[src/rtl/set_job_sched_pkg.sv]
// Shared types and constants for the SET job scheduler: FSM encoding,
// SET mode codes and operand field widths.
package set_sched_pkg;

  localparam int COORD_W   = 4;
  localparam int CENTRAL_W = 24;
  localparam int RADIUS_W  = 12;
  localparam int MODE_W    = 2;

  typedef enum logic [1:0] {
    ST_IDLE   = 2'd0,
    ST_LAUNCH = 2'd1,
    ST_RUN    = 2'd2,
    ST_RESP   = 2'd3
  } state_t;

  localparam logic [MODE_W-1:0] MODE_A   = 2'd0;
  localparam logic [MODE_W-1:0] MODE_AND = 2'd1;
  localparam logic [MODE_W-1:0] MODE_XOR = 2'd2;
  localparam logic [MODE_W-1:0] MODE_3   = 2'd3;

  typedef struct packed {
    logic [CENTRAL_W-1:0] central;
    logic [RADIUS_W-1:0]  radius;
    logic [MODE_W-1:0]    mode;
  } job_t;

endpackage

[src/rtl/set_job_sched_rr_arb2.sv]
// Two-way round-robin grant; on a tie the requester that was not served
// last wins. Purely combinational.
module rr_arb2 (
  input  logic [1:0] i_req,
  input  logic       i_last,
  output logic [1:0] o_gnt
);

  always_comb begin
    o_gnt = 2'b00;
    case (i_req)
      2'b01:   o_gnt = 2'b01;
      2'b10:   o_gnt = 2'b10;
      2'b11:   o_gnt = i_last ? 2'b01 : 2'b10;
      default: o_gnt = 2'b00;
    endcase
  end

endmodule

[src/rtl/set_job_sched.sv]
// Arbitrates jobs from two requesters onto one SET core and returns the
// candidate count over a valid/ready channel. SET_SCHED_WDOG_EN adds a RUN watchdog.
module set_job_sched
  import set_sched_pkg::*;
#(
  parameter int WDOG_CYCLES = 511,
  parameter int CAND_W      = 8
) (
  input  logic                 clk,
  input  logic                 rst,
  input  logic                 r0_req,
  output logic                 r0_gnt,
  input  logic [CENTRAL_W-1:0] r0_central,
  input  logic [RADIUS_W-1:0]  r0_radius,
  input  logic [MODE_W-1:0]    r0_mode,
  input  logic                 r1_req,
  output logic                 r1_gnt,
  input  logic [CENTRAL_W-1:0] r1_central,
  input  logic [RADIUS_W-1:0]  r1_radius,
  input  logic [MODE_W-1:0]    r1_mode,
  output logic                 set_en,
  output logic [CENTRAL_W-1:0] set_central,
  output logic [RADIUS_W-1:0]  set_radius,
  output logic [MODE_W-1:0]    set_mode,
  input  logic                 set_busy,
  input  logic                 set_valid,
  input  logic [CAND_W-1:0]    set_candidate,
  output logic                 rsp_valid,
  input  logic                 rsp_ready,
  output logic                 rsp_id,
  output logic [CAND_W-1:0]    rsp_candidate,
  output logic                 rsp_err
);

  state_t      r_state, w_next;
  job_t        r_job;
  logic        r_id, r_last;
  logic [CAND_W-1:0] r_cand;
  logic [1:0]  w_req, w_arb, w_gnt;
  job_t        w_job0, w_job1;
  logic        w_wdog_hit;
  logic        w_unused;

  // set_busy is informational; completion is defined by set_valid alone
  assign w_unused = set_busy | (WDOG_CYCLES == 0);

  assign w_req  = {r1_req, r0_req};
  assign w_job0 = {r0_central, r0_radius, r0_mode};
  assign w_job1 = {r1_central, r1_radius, r1_mode};

  rr_arb2 u_arb (
    .i_req  (w_req),
    .i_last (r_last),
    .o_gnt  (w_arb)
  );

  assign w_gnt = (r_state == ST_IDLE) ? w_arb : 2'b00;

  always_ff @(posedge clk or posedge rst) begin
    if (rst) r_state <= ST_IDLE;
    else     r_state <= w_next;
  end

  always_comb begin
    w_next = r_state;
    case (r_state)
      ST_IDLE:   if (|w_gnt) w_next = ST_LAUNCH;
      ST_LAUNCH: w_next = ST_RUN;
      ST_RUN:    if (set_valid || w_wdog_hit) w_next = ST_RESP;
      ST_RESP:   if (rsp_ready) w_next = ST_IDLE;
      default:   w_next = ST_IDLE;
    endcase
  end

  always_comb begin
    r0_gnt    = w_gnt[0];
    r1_gnt    = w_gnt[1];
    set_en    = (r_state == ST_LAUNCH);
    rsp_valid = (r_state == ST_RESP);
  end

  always_ff @(posedge clk or posedge rst) begin
    if (rst) begin
      r_job  <= '0;
      r_id   <= 1'b0;
      r_last <= 1'b1;
      r_cand <= '0;
    end else begin
      if (|w_gnt) begin
        r_id  <= w_gnt[1];
        r_job <= w_gnt[1] ? w_job1 : w_job0;
      end
      if (r_state == ST_RUN && set_valid) r_cand <= set_candidate;
      else if (w_wdog_hit)                r_cand <= '0;
      if (r_state == ST_RESP && rsp_ready) r_last <= r_id;
    end
  end

`ifdef SET_SCHED_WDOG_EN
  localparam logic [9:0] WDOG_LIM = 10'(WDOG_CYCLES - 1);
  logic [9:0] r_wdog;
  logic       r_err;

  // fires on the WDOG_CYCLES-th RUN cycle; a coincident set_valid wins
  assign w_wdog_hit = (r_state == ST_RUN) && !set_valid && (r_wdog == WDOG_LIM);

  always_ff @(posedge clk or posedge rst) begin
    if (rst) begin
      r_wdog <= '0;
      r_err  <= 1'b0;
    end else begin
      if (r_state == ST_LAUNCH)   r_wdog <= '0;
      else if (r_state == ST_RUN) r_wdog <= r_wdog + 10'd1;
      if (r_state == ST_RUN && set_valid)       r_err <= 1'b0;
      else if (w_wdog_hit)                      r_err <= 1'b1;
      else if (r_state == ST_RESP && rsp_ready) r_err <= 1'b0;
    end
  end

  assign rsp_err = r_err;
`else
  assign w_wdog_hit = 1'b0;
  assign rsp_err    = 1'b0;
`endif

  assign set_central   = r_job.central;
  assign set_radius    = r_job.radius;
  assign set_mode      = r_job.mode;
  assign rsp_id        = r_id;
  assign rsp_candidate = r_cand;

endmodule
[config.mk]
export PLATFORM = sky130hd
export DESIGN_NAME = set_job_sched
export DESIGN_NICKNAME = d
export VERILOG_FILES = /design/src/rtl/set_job_sched_pkg.sv /design/src/rtl/set_job_sched_rr_arb2.sv /design/src/rtl/set_job_sched.sv
export SDC_FILE = /design/constraint.sdc
export NUM_CORES = 1
export LEC_CHECK = 0
export ABC_AREA = 1
export CAP_MARGIN = 20
export CORE_MARGIN = 1
export CORE_UTILIZATION = 40
export CTS_CLUSTER_SIZE = 40
export DETAILED_ROUTE_END_ITERATION = 10
export PLACE_DENSITY = 0.84
export SYNTH_ARGS = -nofsm -noshare
export SYNTH_HDL_FRONTEND = slang
export SYNTH_SLANG_ARGS = --single-unit
[constraint.sdc]
create_clock -name clk -period 4.18 [get_ports clk]
set_input_delay 1.045 -clock clk [delete_from_list [all_inputs] [get_ports clk]]
set_output_delay 1.045 -clock clk [all_outputs]
set_load 0.05 [all_outputs]
# Word-level counts from Yosys, hierarchy flattened

Cells that the tools add are included.

Register bits after elaboration: 50
Bits of input ports: 91
Output and inout bits: 52
Word-level logic and storage cells: 29

Equality and inequality tests: 9
Multiplexer cells: 8
Reduce and logical (&&, ||, !) cells: 5

Operator list:

| kind                                          | count |
|---|---|
| 2-to-1 mux 38 bit                             | 1 |
| 2-to-1 mux 2 bit                              | 5 |
| == test 2 bit, second input constant          | 4 |
| case mux 2 bit (4 select lines)               | 1 |
| case mux 2 bit (3 select lines)               | 1 |
| == test 2 x 1 -> 1 bit, second input constant | 2 |
| != test 2 x 1 -> 1 bit, second input constant | 2 |
| AND reduction 3 bit                           | 1 |
| logical AND 1 bit                             | 2 |
| zero test 2 bit                               | 1 |
| != test 2 bit, second input constant          | 1 |
| OR reduction 2 bit                            | 1 |

# Logic depth before layout (Yosys ltp)

Depth after elaboration: 6
Depth in mapped cells: 7
Depth with buffers taken out: 6

# Cells and area by module

From an unflattened synthesis, not the netlist that was laid out.

Cell total of the unflattened synthesis: 323
Area, all modules: 2593.7 µm²

Modules (own cells, without submodules):

| module        | times used | cells an instance | area each (µm²) | sequential area each (µm²) |
|---|---|---|---|---|
| set_job_sched | 1          | 318               | 2572.5          | 1252.5 |
| rr_arb2       | 1          | 5                 | 21.3            | 0.0 |

# Least setup slack after synthesis

OpenSTA, ideal clock, no wires.

Kind: input-to-output
Start point: input r1_req
End point: output r0_gnt
Arrival time: 1.611 ns
Required time: 3.135 ns
Path slack: 1.524 ns
Cell stages on the path: 4
Buffers on the path: 1
Cells stage by stage: inv_1 nor2_1 nor2_1 buf_2

Longest elaborated chain between the ends: 3
Elaborated cells between the ends (all ways): 5
Classes of those cells: 3 x eq/ne; 2 x mux

RTL lines:

| element                                                 | RTL line                    | text |
|---|---|---|
| start, declared                                         | set_job_sched.sv:16         | `input logic r1_req,` |
| == test 2 bit or == test 2 x 1 -> 1 bit (tied branches) | set_job_sched_rr_arb2.sv:11 | `case (i_req)` |
| case mux 2 bit (3 select lines) *                       | set_job_sched_rr_arb2.sv:11 |  |
| 2-to-1 mux 2 bit *                                      | set_job_sched.sv:57         | `assign w_gnt = (r_state == ST_IDLE) ? w_arb : 2'b00;` |
| end, declared                                           | set_job_sched.sv:12         | `output logic r0_gnt,` |

Mark *: on every way between the ends. The rest lies on a longest branch, timed or not.

# Final worst setup path

Start point: input r0_req
End point: output r0_gnt

Longest elaborated chain between the ends: 3
Elaborated cells between the ends (all ways): 5
Classes of those cells: 3 x eq/ne; 2 x mux

RTL lines:

| element                                                 | RTL line                    | text |
|---|---|---|
| start, declared                                         | set_job_sched.sv:11         | `input logic r0_req,` |
| == test 2 bit or == test 2 x 1 -> 1 bit (tied branches) | set_job_sched_rr_arb2.sv:11 |  |
| case mux 2 bit (3 select lines) *                       | set_job_sched_rr_arb2.sv:11 |  |
| 2-to-1 mux 2 bit *                                      | set_job_sched.sv:57         |  |

Marked as above.

==> impl_metrics.toml <==
[synth]
yosys_warnings = 0
synth_top_family_by_area = "simple AND/OR/NAND/NOR gates"
synth.avg_cell_area_sq_um = 8.19
ys_seq_area_share_pct = 54.4
syn_inst = 281
synth_xor_area_share_pct = 0
ys_types = 15
synth_compound_area_share_pct = 0.870
yosys.area_share.adder_pct = 2.17
yosys_register_bits = 50
synthSimpleGateAreaFrac_pct = 36.5
syn_nets = 376
synthMuxAreaShare_pct = 0
synth_area_sq_mm = 0.00230

[routing]
routed_via_density = 5.02
drt-initial-drc-count = 124
vias = 2446
first_pass_iters = 5
wirelength_microns = 6710
postRouteAntennaNets = 0
avgRoutedWirePerCell_microns = 13.8
drcViolationCount = 0

[worst_setup_path]
worstRegToRegCells = 7
cp_max_fo = 3
r2r-end = "set_central[21]"
path_class = "in2out"
slowest_delay_ns = 0.55
crit_family = "buffers and inverters"
rr_startpoint = "r_state[0]"
cp_data_required_time_ns = 3.13
cp_num_cells = 4
cp-end-kind = "output port"
cp_slowest_cell = "clkdlybuf4s50_1"
regToRegSetupSlack_ns = 2.43
arrival_ns = 2.06
path_buf_inv = 2
cp-start-kind = "primary input"
crit_path_cell_trace = "clkdlybuf4s50_1, nand2_1, nor2_2, buf_12"

[final_layout]
syn_to_final_growth_pct = 68.0
drive_gt1_share_pct = 4.34
final_util_pct = 69.8
diodes = 0
final_cells = 487
final_nets = 509

[global_route]
grtUsageTotal_pct = 22.7
grt_max_degree = 51
antenna_found_initial = 0
gr-total-overflow = 0
grt_pass1_wl_microns = 10900
grt_pass1_vias = 2382

[die]
io_pins = 143
rows = 27
core_area_sq_mm = 0.00554
die_h_microns = 77.9
dieArea_sq_mm = 0.00606
start_util_pct = 41.6
dieWidth_microns = 77.9

[timing]
setup_viol = 0
worstMarginPinSlew_ns = 0.531
max_freq_mhz = 322
hold_viol_final = 0
grt_setup_unrepaired = "no"
slew_violations = 0
fin_tns_setup_ns = 0
slew_headroom_pct = 64.5
finalCriticalPeriod_ns = 3.11
post-route-period-util_pct = 74.4
fin_skew_ns = 0.00571

[pwr]
p_comb_share_pct = 63.2
ir_drop_v = 0.000503
switching_share_pct = 50.6
internal_power_uw = 1510
p_per_area_mw_per_mm2 = 788
pwr-share-seq_pct = 27.6
p_leak_uw = 0.00175
clock_power_share_pct = 9.2
switching_power_uw = 1540

[clocking]
cts_buffers = 5
cts_sinks = 50
htreeDepth = 2
cts_hold_buf = 0
clock-root-buffer = "clkbuf_8"
clk_latency_ns = 0.29
clk_pin_slew_ns = 0.08
post_cts_buffers = 0
clockBufferDepth = 2
cts_resized = 0
cts_tree = "yes"

[placement]
place.port_buffers = 140
gp_congestion = 0.766
hpwlAfterDp_microns = 4640
dpl.cell_count = 478

[worst_hold_path]
min_path_type = "reg2reg"
hold_depth = 2
hold_path_end = "rsp_candidate[4]"
min_from = "rsp_candidate[4]"

[flow_run]
drv_cap = 0

[run_status]
status = "finished clean"
-- registers in the layout, indices dropped and copies added, names as in the netlist --
register / flops
set_central: 24
set_mode: 2
r_state: 2
r_last: 1
set_radius: 12
rsp_candidate: 8
rsp_id: 1
-- Yosys cell counts --
cell      instances  area [sq um]
a21oi_1           1          5.00
a21oi_2           1          8.76
a31oi_1           1          6.26
buf_2            15          75.1
buf_4             2          15.0
clkbuf_1          2          7.51
conb_1            1          3.75
dfrtp_1          49          1230
dfstp_2           1          26.3
ha_1              4          50.1
inv_1            10          37.5
nand2_1         102           383
nand3_1          86           430
nand4_1           2          12.5
nor2_1            4          15.0
-- power groups by stage --
stage / registers [uW] / logic [uW] / clock network, uW
floorplan: 1550 / 550 / 0
global placement: 833 / 1900 / 0
detailed placement: 845 / 1930 / 0
CTS: 839 / 1940 / 290
global route: 871 / 2040 / 312
finish: 840 / 1930 / 282
-- logic make-up (layout without fill, tap and decap cells) --
kind of cell               Yosys count  in the layout
DFF                                 50             50
buffers and inverters               29            163
adders and majority gates            4              4
other                                1              1
AOI/OAI and AO/OA                    3              3
and+or+nand+nor                    194            194
-- area by class of cell --
class                   count  area (sq um)
clock inverters             1          5.00
fillers                   464          1670
clock buffers               7          86.3
repair buffers            145          1470
flip-flops and latches     50          1250
well taps                  72          90.1
inverters                  10          37.5
multi-input cells         202           925
-- worst register-to-register path: stages (launching register included) --
cell and delay [ns]:
dfrtp_1 0.43, inv_1 0.10, ha_1 0.21, nand2_1 0.12
a21oi_4 0.16, buf_4 0.42, nand2_1 0.14, nand3_1 0.12
-- layout by cell type (no fill, tap or decap), drive strengths merged --
master	count
a21oi	2
a31oi	1
buf	7
clkbuf	7
clkdlybuf4s50	138
clkinv	1
conb	1
dfrtp	49
dfstp	1
ha	4
inv	10
nand2	102
nand3	86
nand4	2
nor2	4
-- through the flow --
| stage | setup slack, ns | hold WS [ns] | total power, uW | area, sq um |
|---|---|---|---|---|
| global placement | 1.09 | 0.455 | 2730 | 3760 |
| detailed placement | 1.07 | 0.459 | 2780 | 3760 |
| finish | 1.07 | 0.478 | 3050 | 3870 |
| floorplan | 1.52 | 0.491 | 2100 | 2300 |
| global route | 1.01 | 0.495 | 3230 | 3870 |
| CTS | 1.07 | 0.481 | 3070 | 3850 |
-- worst max path at each step --
stage	endpoint	slack [ns]	start
2_1_floorplan	r0_gnt	1.52	r1_req
3_3_place_gp	r0_gnt	1.09	r0_req
3_5_place_dp	r0_gnt	1.07	r0_req
4_1_cts	r0_gnt	1.07	r0_req
5_1_grt	r0_gnt	1.01	r0_req
6_report	r0_gnt	1.07	r0_req
-- layer usage --
layer	part of all wire, %	GRT usage, %
met5	0	0
met1	42	25.9
met3	5.7	4.94
met2	51	42.6
met4	1.3	5.66
No activity file was read; power rests on OpenSTA's default activity.
